`src/rtl/load_store_unit.sv`:
```
// load_store_unit: memory-access stage driving a req/ready data bus with byte enables and extended load return.
module load_store_unit #(parameter int TIMEOUT_CYCLES = 255) (
  input  logic        clk,
  input  logic        rst_n,
  input  logic [31:0] Addr,
  input  logic [31:0] WriteData,
  input  logic [2:0]  Funct3,
  input  logic        MemRead,
  input  logic        MemWrite,
  output logic [31:0] ReadData,
  output logic        Stall,
  output logic        Fault,
  output logic        BusReq,
  output logic        BusWe,
  output logic [31:0] BusAddr,
  output logic [31:0] BusWData,
  output logic [3:0]  BusBe,
  input  logic        BusReady,
  input  logic [31:0] BusRData
);
  typedef enum logic [1:0] {IDLE, REQ, DONE} state_t;
  state_t r_state, w_next;
  logic r_bus_req, r_bus_we;
  logic [31:0] r_bus_addr, r_bus_wdata, r_rdata;
  logic [3:0] r_bus_be;
  logic [1:0] r_off;
  logic [2:0] r_f3;
  logic w_access, w_illegal, w_misaligned, w_go, w_idle_fault, w_complete, w_abort, w_done_fault;
  logic [3:0] w_be;
  logic [31:0] w_wdata, w_ext;
  logic [15:0] w_lane;
  assign w_access = MemRead ^ MemWrite;
  assign w_illegal = (MemRead & MemWrite)
                   | (MemRead & ((Funct3 == 3'b011) | (Funct3[2:1] == 2'b11)))
                   | (MemWrite & (Funct3[2] | (Funct3[1:0] == 2'b11)));
  assign w_misaligned = ((Funct3[1:0] == 2'b01) & Addr[0]) | ((Funct3[1:0] == 2'b10) & (Addr[1:0] != 2'b00));
  assign w_idle_fault = (r_state == IDLE) & (MemRead | MemWrite) & (w_illegal | w_misaligned);
  assign w_go = (r_state == IDLE) & w_access & ~w_illegal & ~w_misaligned;
  assign w_complete = (r_state == REQ) & BusReady;
  assign w_be = (Funct3[1:0] == 2'b00) ? 4'b0001 << Addr[1:0] :
                (Funct3[1:0] == 2'b01) ? 4'b0011 << {Addr[1], 1'b0} : 4'b1111;
  assign w_wdata = (Funct3[1:0] == 2'b00) ? {4{WriteData[7:0]}} :
                   (Funct3[1:0] == 2'b01) ? {2{WriteData[15:0]}} : WriteData;
  assign w_lane = 16'(BusRData >> {r_off, 3'b000});
  assign w_ext = (r_f3 == 3'b000) ? {{24{w_lane[7]}}, w_lane[7:0]} :
                 (r_f3 == 3'b100) ? {24'd0, w_lane[7:0]} :
                 (r_f3 == 3'b001) ? {{16{w_lane[15]}}, w_lane[15:0]} :
                 (r_f3 == 3'b101) ? {16'd0, w_lane[15:0]} : BusRData;
`ifdef LSU_TIMEOUT_EN
  logic [7:0] r_cnt;
  logic r_fault;
  assign w_abort = (r_state == REQ) & ~BusReady & (r_cnt == 8'(TIMEOUT_CYCLES - 1));
  assign w_done_fault = r_fault;
  always_ff @(posedge clk or negedge rst_n) begin
    if (!rst_n) begin
      r_cnt <= '0;
      r_fault <= 1'b0;
    end else begin
      if (w_go) r_cnt <= '0;
      else if ((r_state == REQ) & ~BusReady) r_cnt <= r_cnt + 8'd1;
      r_fault <= w_abort;
    end
  end
`else
  assign w_abort = 1'b0;
  assign w_done_fault = 1'b0;
`endif
  always_comb begin
    w_next = r_state;
    Stall = rst_n & (w_go | (r_state == REQ));
    Fault = rst_n & (w_idle_fault | ((r_state == DONE) & w_done_fault));
    case (r_state)
      IDLE: w_next = w_go ? REQ : IDLE;
      REQ:  w_next = (w_complete | w_abort) ? DONE : REQ;
      default: w_next = IDLE;
    endcase
  end
  always_ff @(posedge clk or negedge rst_n) begin
    if (!rst_n) begin
      r_state <= IDLE;
      r_bus_req <= 1'b0;
      r_bus_we <= 1'b0;
      r_bus_addr <= '0;
      r_bus_wdata <= '0;
      r_bus_be <= '0;
      r_off <= '0;
      r_f3 <= '0;
      r_rdata <= '0;
    end else begin
      r_state <= w_next;
      if (w_go) begin
        r_bus_req <= 1'b1;
        r_bus_we <= MemWrite;
        r_bus_addr <= {Addr[31:2], 2'b00};
        r_bus_wdata <= w_wdata;
        r_bus_be <= w_be;
        r_off <= Addr[1:0];
        r_f3 <= Funct3;
      end else if (w_complete | w_abort) r_bus_req <= 1'b0;
      if (w_complete & ~r_bus_we) r_rdata <= w_ext;
      else if (w_abort) r_rdata <= '0;
    end
  end
  assign ReadData = r_rdata;
  assign BusReq = r_bus_req;
  assign BusWe = r_bus_we;
  assign BusAddr = r_bus_addr;
  assign BusWData = r_bus_wdata;
  assign BusBe = r_bus_be;
endmodule

```
`config.mk`:
```
export PLATFORM = sky130hd
export DESIGN_NAME = load_store_unit
export DESIGN_NICKNAME = d
export VERILOG_FILES = /design/src/rtl/load_store_unit.sv
export SDC_FILE = /design/constraint.sdc
export NUM_CORES = 1
export LEC_CHECK = 0
export BUFFER_PORTS_ARGS = -buffer_cell sky130_fd_sc_hd__buf_2
export CELL_PAD_IN_SITES_DETAIL_PLACEMENT = 0
export CELL_PAD_IN_SITES_GLOBAL_PLACEMENT = 1
export CORE_UTILIZATION = 38
export CTS_BUF_LIST = sky130_fd_sc_hd__clkbuf_8
export CTS_CLUSTER_SIZE = 24
export DETAILED_ROUTE_END_ITERATION = 7
export HOLD_SLACK_MARGIN = 0.06
export PLACE_DENSITY_LB_ADDON = 0.1
export SLEW_MARGIN = 20
export SYNTH_ARGS = -nofsm -noshare
export SYNTH_HDL_FRONTEND = slang
export SYNTH_SLANG_ARGS = --single-unit
```
`constraint.sdc`:
```
create_clock -name clk -period 2.25 [get_ports clk]
set_input_delay 0.1125 -clock clk [delete_from_list [all_inputs] [get_ports clk]]
set_output_delay 0.1125 -clock clk [all_outputs]
set_load 0.01 [all_outputs]
```
**Word-level counts from Yosys, hierarchy flattened**

Index checks and enable logic that the tools add are counted.

- Input port bits: 104
- Latch bits: 0
- Bits in writable memories: 0
- Bits in read-only memories: 0
- Register bits after elaboration: 107
- Memories: 0

- Shift-type cells: 3
- Multiply operators: 0
- $add $sub $neg: 0
- Multiplexer cells: 13
- Reductions and logical operators: 5
- Order comparisons: 0
- Eq/ne operators: 9
- Bitwise operators: 26
- Div/mod/pow operators: 0

Operators by type and width:

| operator | number |
|---|---|
| two-way mux 32 bit | 6 |
| right shift 32 x 5 -> 16 bit | 1 |
| AND 1 bit | 14 |
| two-way mux 4 bit | 2 |
| bitwise OR 1 bit | 8 |
| equality test 2 bit (second input constant) | 3 |
| equality test 3 bit (second input constant) | 2 |
| equality test 2 x 1 -> 1 bit (second input constant) | 2 |
| zero test 2 bit | 2 |
| case mux 2 bit (2 select lines) | 1 |
| nonzero test 2 bit | 2 |
| << shifter 1 x 2 -> 4 bit (first input constant) | 1 |
| << shifter 2 x 2 -> 4 bit (first input constant) | 1 |
| equality test 3 x 1 -> 1 bit (second input constant) | 1 |
| equality test 3 x 2 -> 1 bit (second input constant) | 1 |
| zero test 3 bit | 1 |
| two-way mux 1 bit | 3 |
| NOT 1 bit | 3 |
| two-way mux 2 bit | 1 |
| bitwise XOR 1 bit | 1 |

**Longest topological paths before layout**

- Word-level depth: 10
- Gate-level depth with buffers: 7
- Mapped depth without buffers: 5

**Least setup slack after synthesis**

OpenSTA, ideal clock, no wires.

- Kind: register to register
- Start point: register r_state[1]
- End point: register r_bus_wdata[10], in the netlist BusWData[10]
- Required time: 2.123 ns
- Data arrival time: 1.424 ns
- Setup slack: 0.698 ns
- Period minus slack after synthesis: 1.552 ns
- Cell stages (with the launch flop): 7
- Cell sequence: dfrtp_1 nor2_1 nand2_1 nor3_2 buf_6 buf_6 mux2_1

- Cells in the longest elaborated chain, start to end: 4

RTL lines:

| item | RTL line | text |
|---|---|---|
| from (decl) | 22 | `state_t r_state, w_next;` |
| from (signal assigned) | 90 | `r_state <= w_next;` |
| zero test 2 bit | 38 | `assign w_go = (r_state == IDLE) & w_access & ~w_illegal & ~w_misaligned;` |
| AND 1 bit (3 in series) | 38 |  |
| to (signal assigned) | 95 | `r_bus_wdata <= w_wdata;` |
| to (decl) | 24 | `logic [31:0] r_bus_addr, r_bus_wdata, r_rdata;` |

No other way between the ends.
A chain may end at the register's enable or synchronous reset.

**Worst setup path after layout**

- Start point: input MemWrite
- End point: register r_bus_wdata[10], in the netlist BusWData[10]

- Cells in the longest elaborated chain, start to end: 6
- Elaborated cells between the ends (all ways): 9
- Those cells by class: 9 x bitwise

RTL lines:

| item | RTL line | text |
|---|---|---|
| from (decl) | 9 | `input logic MemWrite,` |
| AND 1 bit | 33 | `assign w_illegal = (MemRead & MemWrite)` |
| bitwise OR 1 bit | 34 | `\| (MemRead & ((Funct3 == 3'b011) \| (Funct3[2:1] == 2'b11)))` |
| bitwise OR 1 bit | 35 | `\| (MemWrite & (Funct3[2] \| (Funct3[1:0] == 2'b11)));` |
| NOT 1 bit | 38 |  |
| AND 1 bit * (2 in series) | 38 |  |

Every way passes the cells marked *; elsewhere a longest branch is shown, timed or not.

==> results.txt <==
Cell with the largest stage delay on the worst path: dlygate4sd3_1
H-tree levels: 3
Logic pwr share: 0.414
Multi-input logic area: 0.00220 mm2
Share of total power in the clock network: 0.151
Detailed-route DRC error count: 0
P_sw: 0.00279 W
GR Overflow Total: 0
Dominant cell type by area after synthesis: dfrtp_1
Synth Flop Type: dfrtp_1
Yosys reg bits: 107
Distinct cells, synth: 39
CTS buffer count: 9
Hpwl dp: 9860 um
Final Skew: 0.00916 ns
Effective utilization at floorplan: 0.390
Area after DPL: 0.00633 mm2
Total power: 0.00750 W
Router iterations before antenna repair: 4
WP data arrival: 2.28 ns
Die area: 0.0141 mm2
CTS tree: built
DR WL/cell: 15.3 um
IO buf count: 205
CTS root buf: clkbuf_8
Slowest stage delay, CP: 0.52 ns
Slew Limit Headroom: 0.641
RePlAce Congestion: 0.849
# IOs: 208
Internal power: 0.00471 W
Net Sw Frac: 0.372
Reg2Reg Depth: 4
Max clock buf depth: 2
Total track usage: 0.207
Hold EP: BusWData[16]
Worst hold start: WriteData[16]
HP Class: primary input to flop
FF-to-FF Start: r_off[0]
Crit path kind: primary input to flop
Final setup viols: 0
Final period util: 0.898
Syn Std Cell Area: 0.00517 mm2
DRT Wirelength: 13,900 um
Register area: 0.00268 mm2
Share of cells above drive strength 1: 0.367
Die Ht: 119 um
DIE WIDTH: 119 um
YS warnings: 0
Largest net degree at the start of global routing: 78
Vias in the first global route: 4,522
Reg clk slew, reported paths: 0.10 ns
Area growth syn-to-layout: 41.1%
Max Cap Violations: 0
Worst hold path cell count: 3
Most area-consuming cells after synthesis: dfrtp_1 (52%), mux2_1 (13%), mux2_2 (5.7%)
First-pass GRT wire length: 23,000 um
FMAX: 495 MHz
Post-synth ARST share: 1.00
Clock net sink count: 107
Seq/Total Area, Yosys: 0.518
Routed vias/inst: 4.79
Cells after synthesis: 450
Area share of the largest cell type after synthesis: 0.518
Post-route ant nets: 0
CP required: 2.51 ns
Fillers: 1,236
Post-layout min period: 2.02 ns
Core box area: 0.0132 mm2
Slew Viols, Final: 0
Fin. Hold Viols: 0
Fin Setup TNS: 0 ns
Pleak: 3.59 nW
Worst-path cell chain: dlygate4sd3_1 > buf_2 > inv_1 > ha_1 > nand2_1 > nor3_4 > buf_4 > mux2_1
Std cell rows: 42
Clk Latency, worst-skew pair: 0.38 ns
Startpoint types: primary input
Worst Setup End Kind: flop
Post-synth EDFFs: 0
Fin cells: 909
Status: finished clean
Worst-Margin Slew: 0.538 ns
Vias: 4,355
Nets@finish: 834
Placed insts: 815
Sequential share of power: 0.435
R2R Setup Slk: 0.34 ns
R2r endpoint: ReadData[15]
Worst Path Max Fanout: 17
DRT iter0 DRCs: 174
Pwr Density: 1030 mW/mm2
Cell area after layout: 0.00729 mm2
Initial antenna violation count: 0
Avg Inst Size Synth: 11.5 um2
IR drop worst, VDD: 0.000506 V
RSZ-0062 raised after global routing: false
Antenna diodes: 0
[stage by stage]
step / hold WS (ns) / utilization / setup WS (ns)
after detailed placement: 0.0932 / 0.478 / 0.342
after floorplan: -0.183 / - / 0.698
after global placement: 0.0924 / 0.478 / 0.348
final: 0.0823 / 0.551 / 0.229
after CTS: 0.0620 / 0.551 / 0.215
after global routing: 0.0801 / 0.551 / 0.0550
[critical path, delay by kind of cell]
| kind | cells | cell delay (ns) |
|---|---|---|
| mux | 1 | 0.35 |
| buf+inv | 4 | 1.04 |
| simple gates | 2 | 0.52 |
| fa+ha+maj | 1 | 0.26 |
[cells in the final DEF, fill, tap and decap left out, types with 4 or more instances in the layout]
master         synthesis  layout
a21oi_1               18      18
nand2b_1               7       7
mux2i_1               21      21
buf_4                  4      15
nand2_1               40      40
nand3b_1               4       4
a21o_1                 8       8
o21ai_0               23      23
buf_2                 10     204
mux2_1                61      61
a211oi_1               7       7
nand3_1               32      32
clkbuf_8               0      11
o22ai_1                8       8
dlygate4sd3_1          0      78
nor2_1                20      19
mux2_2                26      26
inv_1                 13      13
dfrtp_1              107     107
[area by class of cell]
cell class,instances,area share
Tap cell,176,0.0302
Clock buffer,11,0.0208
Inverter,14,0.00721
Clock inverter,5,0.00480
Sequential cell,107,0.367
Multi-Input combinational cell,297,0.302
Timing Repair Buffer,299,0.268
[worst max path at each step]
| stage | startpoint | to | slack, ns |
|---|---|---|---|
| 3_3_place_gp | MemWrite | BusWData[16] | 0.35 |
| 6_report | MemWrite | BusWData[10] | 0.23 |
| 2_1_floorplan | r_state[1] | BusWData[10] | 0.70 |
| 3_5_place_dp | MemWrite | BusWData[16] | 0.34 |
| 4_1_cts | MemWrite | BusWData[5] | 0.22 |
| 5_1_grt | MemWrite | BusWData[26] | 0.06 |
[cell families (layout without fill, tap and decap cells)]
family          after synthesis  after routing  synth area share
buf+inv                      47            329            0.0581
compound gates               73             73            0.0869
mux                         108            108             0.230
simple gates                112            112             0.101
flops                       107            107             0.518
fa+ha+maj                     2              2           0.00484
other cells                   1              2          0.000726
[what timing repair did]
item	CTS	global route
hold endpoints to repair	107	0
buffers inserted	0	0
hold buffers	78	0
resized for setup	0	0
endpoints found under the setup margin	0	0
[registers in the layout, summed over array words and instances, names as in the netlist]
signal,flops
BusAddr,30
BusBe,4
BusReq,1
BusWData,32
BusWe,1
ReadData,32
r_f3,3
r_off,2
r_state,2
[Yosys cell counts, types with 2 or more instances]
cell,n
buf_4,4
o22ai_1,8
a21oi_1,18
ha_1,2
nand2_1,40
dfrtp_1,107
a21o_1,8
mux2_1,61
inv_1,13
nor2_1,20
nor2b_1,3
buf_2,10
a211oi_1,7
nand3_1,32
buf_12,5
mux2_2,26
nand3b_1,4
a22oi_1,2
clkbuf_1,10
mux2i_1,21
buf_6,2
buf_1,2
o21ai_0,23
nand2b_1,7
[layer usage]
metal	track usage	part of all wire	routed length [um]
met5	0	0	0
met4	0.0728	0.015	207
met3	0.0487	0.066	915
met2	0.346	0.49	6780
met1	0.261	0.43	6020
[power groups by stage]
stage                     logic [W]  registers, W  clock network (W)
after floorplan             0.00140       0.00358                  0
after global placement      0.00300       0.00327                  0
after detailed placement    0.00304       0.00330                  0
after CTS                   0.00316       0.00327            0.00119
after global routing        0.00343       0.00339            0.00125
final                       0.00310       0.00326            0.00114
Power figures use the tool's default switching activity.
